[src/rtl/instr_fetch_unit.sv]
// Instruction fetch unit: a two-cycle fetch/present loop feeding decode, with backpressure,
// branch redirect on accepted instructions and a sticky halt that only reset clears.
module instr_fetch_unit #(
    parameter logic [7:0] RESET_PC    = 8'h00,
    parameter logic [4:0] HALT_OPCODE = 5'b11111
) (
    input  logic        i_clk,
    input  logic        i_rst_n,
    input  logic        i_start,
    output logic [7:0]  o_addr_bus,
    input  logic [16:0] i_instr_in,
    output logic [16:0] o_ir_out,
    output logic [7:0]  o_ir_pc,
    output logic        o_ir_valid,
    input  logic        i_ir_ready,
    input  logic        i_branch_en,
    input  logic [7:0]  i_branch_addr,
    output logic        o_halted,
    output logic [7:0]  o_fetch_count
);

    typedef enum logic [1:0] {StIdle, StFetch, StValid, StHalted} state_e;

    state_e      r_state, w_state_d;
    logic [7:0]  r_pc, w_pc_d;
    logic [16:0] r_ir, w_ir_d;
    logic [7:0]  r_ir_pc, w_ir_pc_d;
    logic [7:0]  r_count, w_count_d;
    logic        w_accept;

    assign w_accept = (r_state == StValid) && i_ir_ready;

    always_ff @(posedge i_clk) begin
        if (!i_rst_n) begin
            r_state <= StIdle;
            r_pc    <= RESET_PC;
            r_ir    <= '0;
            r_ir_pc <= '0;
            r_count <= '0;
        end else begin
            r_state <= w_state_d;
            r_pc    <= w_pc_d;
            r_ir    <= w_ir_d;
            r_ir_pc <= w_ir_pc_d;
            r_count <= w_count_d;
        end
    end

    always_comb begin
        w_state_d = r_state;
        w_pc_d    = r_pc;
        w_ir_d    = r_ir;
        w_ir_pc_d = r_ir_pc;
        w_count_d = r_count;
        unique case (r_state)
            StIdle: begin
                if (i_start) begin
                    w_state_d = StFetch;
                end
            end
            StFetch: begin
                w_ir_d    = i_instr_in;
                w_ir_pc_d = r_pc;
                w_pc_d    = r_pc + 8'd1;
                w_state_d = StValid;
            end
            StValid: begin
                if (w_accept) begin
                    w_count_d = r_count + 8'd1;
                    // Halt wins over a branch on the same instruction.
                    if (r_ir[16:12] == HALT_OPCODE) begin
                        w_state_d = StHalted;
                    end else begin
                        if (i_branch_en) begin
                            w_pc_d = i_branch_addr;
                        end
                        w_state_d = StFetch;
                    end
                end
            end
            StHalted: begin
                w_state_d = StHalted;
            end
            default: begin
                w_state_d = StIdle;
            end
        endcase
    end

    assign o_addr_bus    = r_pc;
    assign o_ir_out      = r_ir;
    assign o_ir_pc       = r_ir_pc;
    assign o_ir_valid    = (r_state == StValid);
    assign o_halted      = (r_state == StHalted);
    assign o_fetch_count = r_count;

endmodule

[config.mk]
export PLATFORM = sky130hd
export DESIGN_NAME = instr_fetch_unit
export DESIGN_NICKNAME = d
export VERILOG_FILES = /design/src/rtl/instr_fetch_unit.sv
export SDC_FILE = /design/constraint.sdc
export NUM_CORES = 1
export LEC_CHECK = 0
export ABC_AREA = 1
export BUFFER_PORTS_ARGS = -buffer_cell sky130_fd_sc_hd__buf_2
export CAP_MARGIN = 20
export CORE_MARGIN = 3
export CORE_UTILIZATION = 52
export CTS_CLUSTER_DIAMETER = 150
export DETAILED_ROUTE_END_ITERATION = 12
export PLACE_DENSITY = 0.84
export SYNTH_ARGS = -nofsm -noshare
export SYNTH_HDL_FRONTEND = slang
export SYNTH_SLANG_ARGS = --single-unit
[constraint.sdc]
create_clock -name i_clk -period 3 [get_ports i_clk]
set_clock_uncertainty 0.05 [all_clocks]
set_input_delay 0.3 -clock i_clk [delete_from_list [all_inputs] [get_ports i_clk]]
set_output_delay 0.3 -clock i_clk [all_outputs]
set_load 0.005 [all_outputs]
# Yosys cells after proc, flatten, opt, wreduce, memory -nomap -nowiden
# Cells that the tools add are included.
# word_totals
out_inout_bits	43
word_cells	29
ramBits	0
mem_count	0
romBits	0
ff_bits	43
latchBits	0
# op_classes
div_mod_pow	0
order_cmp	0
muxes	8
eq_ne	8
n_addsub	2
shifts	0
bitwise_logic	0
mul	0
reduce_logical	6
# ops
operator	n
$mux 8	3
$add 8x1->8 const B	2
$pmux 8 s2	1
$pmux 2 s4	1
$mux 2	3
$eq 5x5->1 const B	1
$eq 2x2->1 const B	2
$ne 2x1->1 const B	2
$ne 2x2->1 const B	2
$reduce_and 2->1	2
$reduce_and 4->1	1
$eq 2x1->1 const B	1
$logic_not 2->1	1
$reduce_bool 2->1	1
$logic_and 1x1->1	1

# Logic depth before layout (Yosys ltp)
# depth
ltp_word	4
depth_mapped	9

# Least setup slack after synthesis
# Ideal clock, no wire load.
# synth_timing
path_type	register to register
startpoint	register r_state[1]
endpoint	register r_pc[6] (netlist: o_addr_bus[6])
path_stages_with_launch	9
arrival_ns	1.094
setup_slack_ns	1.741
n_path_buf	1
setup_ns	0.115
path_cell_list	dfxtp_1 > nand3_4 > nor2_2 > nand2_2 > nand2_2 > buf_6 > nand2_1 > nor2_1 > nor2_1
# synth_between
elab_chain_len	4
# synth_rtl
element	line_no	text
from (decl)	24	state_e r_state, w_state_d;
from (signal assigned)	35	r_state <= StIdle;
from (signal assigned)	41	r_state <= w_state_d;
$eq 2x2->1	31, 55	
$logic_and 1x1->1	31	assign w_accept = (r_state == StValid) && i_ir_ready;
$ne 2x1->1 (no source line)	-	
$reduce_and 4->1 (no source line)	-	
to (signal assigned)	42	r_pc <= w_pc_d;
to (decl)	25	logic [7:0] r_pc, w_pc_d;
# Parallel ways exist; a longest one is shown, timed or not.
# A chain may end at the register's enable or synchronous reset.

# Worst setup path in the final report
# layout_timing
startpoint	register r_state[0]
endpoint	output o_ir_valid
# layout_between
elab_chain_len	1
# layout_rtl
element	line_no	text
$eq 2x2->1	93	assign o_ir_valid = (r_state == StValid);
to (decl)	14	output logic o_ir_valid,
# Every way passes these cells.

==> metrics.yaml <==
finish:
  drive_gt1_share_pct: 25.6
  layout.cells.non_filler: 394
  areaGrowthSynthToFinish_pct: 25.8
  n_antenna_cell: 0
  nNetsFinal: 379
  utilization_pct: 69.7
sta:
  max-slew-margin-rel_pct: 70.5
  fin_setup_tns_ns: 0
  whs_ns: 0.173
  setup_viol: 0
  fmax_mhz: 562
  slew_viol_final: 0
  period_share_pct: 59.3
  worst_pin_slew_ns: 0.443
  hold_violations: 0
  finalCriticalPeriod_ns: 1.78
  rsz0062_at_grt: "false"
  setup_ws_ns: 1.22
routing:
  first_pass_iters: 4
  first_iter_violations: 110
  drc: 0
  num_vias: 1972
  route.antenna.remaining_nets: 0
  avgViaCountPerCell: 5.01
  drt-wirelength-per-cell_um: 11.5
  drt_wl_total_um: 4530
run:
  cap_viol_max_count: 0
critical_path:
  ff2ff_setup_slack_ns: 1.24
  cp-end-kind: "output pin"
  cp.required_ns: 2.65
  cp-start-kind: "flop"
  path_max_fanout: 10
  cp.arrival_ns: 1.43
  crit_type: "reg -> out"
logic_synthesis:
  ys_ff_latch: 43
  ys_async_sr_fraction_pct: 0
  synth-simple-area-share_pct: 30.6
  syn_avg_cell_area_um2: 6.86
  synth_top_area_cell: "dfxtp_1"
  synthMuxAreaShare_pct: 0
  ys.flop_type: "dfxtp_1"
  synth.top_cell.area_share_pct: 45.1
  synthCells: 278
  synth_adder_area_share_pct: 1.31
  syn-cell-area_um2: 1910
  synth_edf_count: 0
  ys_types: 25
  synthXorXnorAreaFrac_pct: 0
  synth_most_common_cell: "nor2_1"
  synth_fp_nets: 310
  yosysWarnings: 0
  synth_compound_area_share_pct: 15.2
  yosysSeqAreaShare_pct: 45.1
  synth_top_family_by_area: "simple AND/OR/NAND/NOR gates"
  synthTopCellsByCount: "nor2_1 (59), nand2_1 (58), dfxtp_1 (43)"
  ys_top_cells_by_area: "dfxtp_1 (45%), nor2_1 (12%), nand2_1 (11%)"
floorplanning:
  dieArea_um2: 4430
  fp.dieW_um: 66.6
  ioPinCount: 73
  row_count: 21
  start_util_pct: 55.4
  core_um2: 3440
  die_y_um: 66.6
power_and_ir_drop:
  leakage_nw: 1.23
  irDropWorstVdd_v: 0.000372
  power_density_nw_per_um2: 557
worst_hold_path:
  min_path_type: "in -> reg"
clocking:
  cts.clk_slew.worst_paths_ns: 0.08
  root_buffer: "clkbuf_8"
  hold_buffers: 0
  cts_sinks: 43
  clockBufferDepth: 2
  cts-resized-gates: 0
  post_cts_buffers: 0
  cts_tree: "built"
  htree_levels: 2
  cts_buffers: 5
  clk_latency_ns: 0.29
status:
  outcome: "finished clean"
placement:
  place_hpwl_um: 3190
  gp_congestion: 0.867
  dp.cells: 386
  portBuffers: 72
  pre_cts_ws_ns: 1.29
global_routing:
  antenna_found_initial: 0
  grt_pass1_wl_um: 7570
  grt_pass1_vias: 1736
  grt_max_degree: 33
  gr-total-overflow: 0
  grt_util_all_layers_pct: 22.0
-- flip-flops by register name, summed over array words and instances, names as in the netlist --
name,count
o_addr_bus,8
o_fetch_count,8
o_ir_pc,8
r_state,2
o_ir_out,17
-- routing by layer --
metal / GRT usage (%) / up-vias / part of all wire [%]
met2: 34.4 / 83 / 45
met5: 0 / - / 0
met3: 5.56 / 5 / 8.4
met4: 9.14 / 0 / 1.3
li1: - / 1026 / -
met1: 28.7 / 858 / 45
-- layout make-up --
cell class	count	area (um^2)
Fill cell	319	1040
Inverter	25	93.8
Tap cell	46	57.6
Clock inverter	2	35.0
Timing Repair Buffer	73	368
Sequential cell	43	861
Multi-Input combinational cell	199	902
Clock buffer	6	82.6
-- stage by stage --
stage | power (W) | instance area, um^2
6_report | 0.00134 | 2400
5_1_grt | 0.00140 | 2400
4_1_cts | 0.00134 | 2400
3_5_place_dp | 0.000881 | 2280
3_3_place_gp | 0.000875 | 2280
2_1_floorplan | 0.000790 | 1910
-- worst max-delay path, cell delays in order, from the launching register on --
cell and delay [ns]:
dfxtp_1 0.38, inv_2 0.09, nand2_2 0.19, clkinv_1 0.27, buf_2 0.21
-- power by group --
part	switching [W]	internal, W
combinational	0.000124	0.0000879
clock	0.000199	0.000269
sequential	0.0000353	0.000621
total	0.000358	0.000978
-- logic make-up (layout without fill, tap and decap cells) --
kind of cell               Yosys count  count (layout)
and+or+nand+nor                    141             141
AOI/OAI and AO/OA                   56              56
DFF                                 43              43
buffers and inverters               36             106
adders and majority gates            2               2
-- final timing paths --
kind,cells past startpoint,endpoint,start
setup / recovery,4,o_ir_valid,r_state[0]$_SDFFE_PN0P_
hold / removal,3,o_ir_out[8]$_SDFFE_PN0N_,i_instr_in[8]
setup reg to reg,6,o_addr_bus[6]$_SDFFE_PN0P_,r_state[1]$_SDFFE_PN0P_
hold reg to reg,2,o_ir_out[15]$_SDFFE_PN0N_,o_ir_out[15]$_SDFFE_PN0N_
-- cells in the final DEF (no fill, tap or decap), types with 2 or more instances in the layout --
| master | instances |
|---|---|
| a21oi_1 | 20 |
| buf_2 | 72 |
| clkbuf_8 | 6 |
| dfxtp_1 | 43 |
| ha_1 | 2 |
| inv_1 | 22 |
| inv_2 | 2 |
| nand2_1 | 58 |
| nand2_2 | 3 |
| nand3_1 | 12 |
| nand4_1 | 2 |
| nor2_1 | 58 |
| nor2_2 | 2 |
| nor3_1 | 3 |
| o21ai_0 | 30 |
| o21bai_1 | 3 |
Note: power is estimated with default switching activity, not from simulation.
